**config.mk**
```make
export PLATFORM = sky130hd
export DESIGN_NAME = flash_mem_responder
export DESIGN_NICKNAME = d
export VERILOG_FILES = /design/src/rtl/flash_pkg.sv /design/src/rtl/flash_latency_pipe.sv /design/src/rtl/flash_mem_responder.sv
export SDC_FILE = /design/constraint.sdc
export NUM_CORES = 1
export LEC_CHECK = 0
export CAP_MARGIN = 40
export CORE_MARGIN = 1.5
export CORE_UTILIZATION = 51
export CTS_BUF_LIST = sky130_fd_sc_hd__clkbuf_4 sky130_fd_sc_hd__clkbuf_8
export DETAILED_ROUTE_END_ITERATION = 10
export PLACE_DENSITY = 0.95
export SYNTH_ARGS = -nofsm -noshare
export SYNTH_HDL_FRONTEND = slang
export SYNTH_SLANG_ARGS = --single-unit
```
**constraint.sdc**
```tcl
create_clock -name fetch_clock -period 7.95 [get_ports fetch_clock]
set_clock_uncertainty 0.1 [all_clocks]
set_input_delay 1.59 -clock fetch_clock [delete_from_list [all_inputs] [get_ports fetch_clock]]
set_output_delay 1.59 -clock fetch_clock [all_outputs]
set_load 0.03 [all_outputs]
```
**src/rtl/flash_pkg.sv**
```systemverilog
// flash_pkg: shared widths, types and helpers for the flash read responder.
//   flash_word_t : one 32-bit flash data word
//   flash_addr_t : one 23-bit flash word address
//   rd_stage_t   : one read-latency pipeline slot {valid, oob, data}
package flash_pkg;

    localparam int FLASH_ADDR_W = 23;
    localparam int FLASH_DATA_W = 32;
    localparam int ROM_ADDR_W   = 15;

    typedef logic [FLASH_DATA_W-1:0] flash_word_t;
    typedef logic [FLASH_ADDR_W-1:0] flash_addr_t;

    typedef struct packed {
        logic        valid;
        logic        oob;
        flash_word_t data;
    } rd_stage_t;

    localparam int STAGE_W = $bits(rd_stage_t);

    // Bounds are passed one bit wider than the address so that BASE+MAX_OFFSET
    // cannot wrap when it sits at the very top of the address space.
    function automatic logic addr_out_of_range(input flash_addr_t addr,
                                               input logic [23:0] base,
                                               input logic [23:0] last);
        logic [23:0] ext;
        ext = {1'b0, addr};
        return (ext < base) || (ext > last);
    endfunction

endpackage

```
**src/rtl/flash_latency_pipe.sv**
```systemverilog
// flash_latency_pipe: fixed-depth shift register of read slots.
//   clk_i   : clock
//   clear_i : synchronous clear, drops every slot and zeroes its data
//   stage_i : slot entering the first stage (packed rd_stage_t)
//   valid_o : last stage valid
//   data_o  : last stage data, holds the last valid word between returns
module flash_latency_pipe
    import flash_pkg::*;
#(
    parameter int DEPTH = 2
) (
    input  logic               clk_i,
    input  logic               clear_i,
    input  logic [STAGE_W-1:0] stage_i,
    output logic               valid_o,
    output logic [31:0]        data_o
);

    rd_stage_t stage_in_s;
    rd_stage_t stage_q [DEPTH];

    assign stage_in_s = rd_stage_t'(stage_i);

    // Shift slots forward; payload only moves with a valid slot, so the last
    // stage keeps the most recently returned word while idle.
    always_ff @(posedge clk_i) begin
        if (clear_i) begin
            for (int i = 0; i < DEPTH; i++) begin
                stage_q[i] <= '0;
            end
        end else begin
            stage_q[0].valid <= stage_in_s.valid;
            if (stage_in_s.valid) begin
                stage_q[0].oob  <= stage_in_s.oob;
                // Out-of-range reads return zero no matter what the ROM drove.
                stage_q[0].data <= stage_in_s.oob ? 32'h0000_0000 : stage_in_s.data;
            end
            for (int i = 1; i < DEPTH; i++) begin
                stage_q[i].valid <= stage_q[i-1].valid;
                if (stage_q[i-1].valid) begin
                    stage_q[i].oob  <= stage_q[i-1].oob;
                    stage_q[i].data <= stage_q[i-1].data;
                end
            end
        end
    end

    assign valid_o = stage_q[DEPTH-1].valid;
    assign data_o  = stage_q[DEPTH-1].data;

endmodule

```
**src/rtl/flash_mem_responder.sv**
```systemverilog
// flash_mem_responder: Avalon-MM pipelined read slave backed by a ROM port.
//   fetch_clock             : clock
//   reset                   : synchronous active-high reset
//   flash_mem_read          : read request
//   flash_mem_address       : word address
//   stall_inject            : forces waitrequest high
//   flash_mem_waitrequest   : request not accepted this cycle
//   flash_mem_readdata      : returned word
//   flash_mem_readdatavalid : readdata valid this cycle
//   rom_address             : registered ROM word address
//   rom_q                   : ROM data for rom_address, sampled one cycle later
//   range_error             : sticky out-of-range accept flag
module flash_mem_responder
    import flash_pkg::*;
#(
    parameter int BASE         = 0,
    parameter int MAX_OFFSET   = 16'h7FFF,
    parameter int READ_LATENCY = 3,
    parameter int MAX_PENDING  = 4
) (
    input  logic        fetch_clock,
    input  logic        reset,
    input  logic        flash_mem_read,
    input  logic [22:0] flash_mem_address,
    input  logic        stall_inject,
    output logic        flash_mem_waitrequest,
    output logic [31:0] flash_mem_readdata,
    output logic        flash_mem_readdatavalid,
    output logic [14:0] rom_address,
    input  logic [31:0] rom_q,
    output logic        range_error
);

    localparam logic [23:0] BASE_W     = 24'(BASE);
    localparam logic [23:0] LAST_W     = 24'(BASE + MAX_OFFSET);
    localparam logic [3:0]  MAX_PEND_W = 4'(MAX_PENDING);
    localparam logic [14:0] BASE_LOW_W = 15'(BASE);

    logic        waitrequest_s;
    logic        accept_s;
    logic        oob_s;
    logic [14:0] rom_off_s;
    logic [3:0]  pending_q;
    logic [3:0]  pending_d;
    logic        req_valid_q;
    logic        req_oob_q;
    logic [14:0] rom_address_q;
    logic        range_error_q;
    rd_stage_t   stage1_s;

    // A return in this cycle does not open a slot until the next cycle.
    assign waitrequest_s = reset | stall_inject | (pending_q == MAX_PEND_W);
    assign accept_s      = flash_mem_read & ~waitrequest_s;
    assign oob_s         = addr_out_of_range(flash_mem_address, BASE_W, LAST_W);
    // Subtraction modulo 2^15 equals the low 15 bits of (address - BASE).
    assign rom_off_s     = flash_mem_address[14:0] - BASE_LOW_W;

    // Outstanding-read count: +1 per accept, -1 per return.
    always_comb begin
        pending_d = pending_q;
        case ({accept_s, flash_mem_readdatavalid})
            2'b10:   pending_d = pending_q + 4'd1;
            2'b01:   pending_d = pending_q - 4'd1;
            default: pending_d = pending_q;
        endcase
    end

    // Request capture: ROM address, in-flight tag and sticky range flag.
    always_ff @(posedge fetch_clock) begin
        if (reset) begin
            pending_q     <= 4'd0;
            req_valid_q   <= 1'b0;
            req_oob_q     <= 1'b0;
            rom_address_q <= 15'd0;
            range_error_q <= 1'b0;
        end else begin
            pending_q   <= pending_d;
            req_valid_q <= accept_s;
            if (accept_s) begin
                req_oob_q     <= oob_s;
                rom_address_q <= rom_off_s;
            end
            if (accept_s && oob_s) begin
                range_error_q <= 1'b1;
            end
        end
    end

    // The ROM word for the request issued last cycle joins its tag here.
    always_comb begin
        stage1_s       = '0;
        stage1_s.valid = req_valid_q;
        stage1_s.oob   = req_oob_q;
        stage1_s.data  = rom_q;
    end

    // Stage 1 lands one edge after accept, the last stage READ_LATENCY-1 edges after.
    flash_latency_pipe #(
        .DEPTH (READ_LATENCY - 1)
    ) u_pipe (
        .clk_i   (fetch_clock),
        .clear_i (reset),
        .stage_i (stage1_s),
        .valid_o (flash_mem_readdatavalid),
        .data_o  (flash_mem_readdata)
    );

    assign flash_mem_waitrequest = waitrequest_s;
    assign rom_address           = rom_address_q;
    assign range_error           = range_error_q;

endmodule

```
==> impl_metrics.py <==
metrics = {
    "outcome": {
        "status": "complete, no violations",
    },
    "clock_tree": {
        "clock_latency_ps": 350,
        "path_clk_slew_ps": 80,
        "cts_sinks": 88,
        "postCtsSetupRepairBufs": 0,
        "cts_tree": "yes",
        "cts_buffers": 9,
        "hold_buffers": 0,
        "htreeDepth": 3,
        "ctsResizeCount": 0,
        "root_buffer": "clkbuf_8",
        "max-clock-path-buffers": 2,
    },
    "sta": {
        "rsz0062_at_grt": "no",
        "drv_slew": 0,
        "slew_headroom": 0.376,
        "fmax_ghz": 0.191,
        "hold_viol_final": 0,
        "final.period_utilization": 0.659,
        "setup_viol": 0,
        "tightest_slew_ps": 933,
        "setup_tns_ps": 0,
        "fin_crit_ps": 5240,
    },
    "cells_and_area": {
        "antennaDiodeCount": 0,
        "nNetsFinal": 424,
        "area_growth_pct": 39.9,
        "drive_above_1_share": 0.0656,
        "layout_commonest_cell": "clkdlybuf4s50_1",
        "layout_common_cells": "clkdlybuf4s50_1 (108), edfxtp_1 (66), and2_1 (64)",
        "fin_cells": 443,
    },
    "critical_path": {
        "start_kind": "primary input",
        "cp-end-kind": "output pin",
        "cp_data_arrival_time_ps": 3550,
        "critPathMaxFanout": 28,
        "cp.required_ps": 6260,
        "critPathKind": "primary input to output pin",
    },
    "synthesis": {
        "synth_cell_types": 26,
        "ys_seq_area_frac": 0.718,
        "ys_ff_latch": 88,
        "yosysWarnings": 0,
        "synth.avg_cell_area_um2": 13.5,
        "netlist_area_um2": 3380,
        "synth_cells": 250,
    },
    "grt": {
        "grt_overflow": 0,
        "grt_pass1_vias": 2152,
        "grt_pass1_wl_um": 10100,
        "grt_antenna_before_repair": 0,
        "grt_max_degree": 36,
        "grtUsageTotal": 0.185,
    },
    "drt": {
        "ant_nets": 0,
        "first_pass_iters": 4,
        "drc": 0,
        "drt-initial-drc-count": 59,
        "via_count": 2178,
        "avgRoutedWirePerCell_um": 14.3,
        "avgViaCountPerCell": 4.92,
        "wl_um": 6340,
    },
    "placement": {
        "placedCellCount": 427,
        "portBuffers": 108,
        "gp_congestion": 0.705,
        "dpl.hpwl_um": 4500,
    },
    "power_and_ir_drop": {
        "power_per_cell_area_nw_per_um2": 203,
        "power.leakage_nw": 1.75,
        "vdd_ir_drop_max_v": 0.000127,
    },
    "min_path": {
        "hp-class": "flip-flop to flip-flop",
    },
    "floorplanning": {
        "initial_core_util": 0.529,
        "die_area_um2": 7120,
        "coreArea_um2": 6390,
        "die_w_um": 84.4,
        "die_h_um": 84.4,
        "core.rowCount": 29,
        "io_pins": 109,
    },
    "job": {
        "maxCapViolations": 0,
    },
}
cell usage after synthesis, drive strengths merged:
master	number	area, um2
fa	1	20.0
o31ai	1	7.51
and3	1	6.26
and2	64	400
nor2	8	30.0
dfxtp	22	440
nor4	2	12.5
nor2b	2	12.5
o21ai	15	75.1
xor2	2	17.5
ha	3	37.5
a21oi	6	30.0
nand3	1	5.00
nand2b	15	93.8
nand2	16	60.1
or4	1	7.51
a311oi	1	8.76
nor3	1	5.00
conb	1	3.75
or2	2	12.5
inv	5	18.8
nor4b	2	38.8
clkbuf	8	30.0
edfxtp	66	1980
buf	4	20.0
worst max-delay path: stages:
cell and delay (ps):
clkdlybuf4s50_1 1080, nor3_1 100, inv_1 90, clkdlybuf4s50_1 680
state kept, by name (all words and copies together) (netlist names):
signal / flops
u_pipe.stage_q: 66
pending_q: 4
range_error: 1
req_oob_q: 1
req_valid_q: 1
rom_address: 15
cell type report:
class                           count  area (um2)
Tap cell                           77        96.3
Multi-Input combinational cell    146         893
Timing Repair Buffer              111        1120
Clock inverter                      4        21.3
Inverter                            5        18.8
Fill cell                         439        1660
Clock buffer                       12         153
Sequential cell                    88        2420
metal layers:
metal / vias up / wire length, um / global-route usage
li1: 1068 / - / -
met1: 1012 / 2500 / 0.206
met2: 86 / 3280 / 0.332
met3: 12 / 439 / 0.0521
met4: 0 / 122 / 0.0821
met5: - / 0 / 0
per-stage QoR:
step                      area (um2)  setup slack, ps  hold WS (ps)  utilization  power [mW]
after floorplan                 3380             3950           365            -       0.624
after global placement          4520             2770           353        0.708       0.688
after detailed placement        4550             2700           362        0.712       0.698
after CTS                       4720             2720           378        0.740       0.964
after global routing            4720             2540           394        0.740       0.996
final                           4720             2710           372        0.740       0.960
kinds of logic (layout without fill, tap and decap cells):
logic type	count (synthesis)	count (layout)	share of synthesized area
buffers and inverters	17	132	0.0204
adders and majority gates	4	4	0.0171
other	1	2	0.00111
and+or+nand+nor	115	115	0.203
DFF	88	88	0.718
AOI/OAI and AO/OA	23	23	0.0360
xor gates and xnor gates	2	2	0.00519
power by group:
group	leakage [nW]	total [mW]	internal (mW)	switching, mW
sequential	0.878	0.541	0.529	0.0119
clock	0.0906	0.273	0.127	0.145
combinational	0.778	0.147	0.0717	0.0749
path summary, 6_finish.rpt:
kind,from,end,slack [ps],cells after the start
setup / recovery,reset,flash_mem_waitrequest,2710,4
hold / removal,range_error,range_error,370,2
setup reg to reg,pending_q[0],pending_q[3],5020,10
hold reg to reg,range_error,range_error,370,2
No activity file was read; power rests on OpenSTA's default activity.
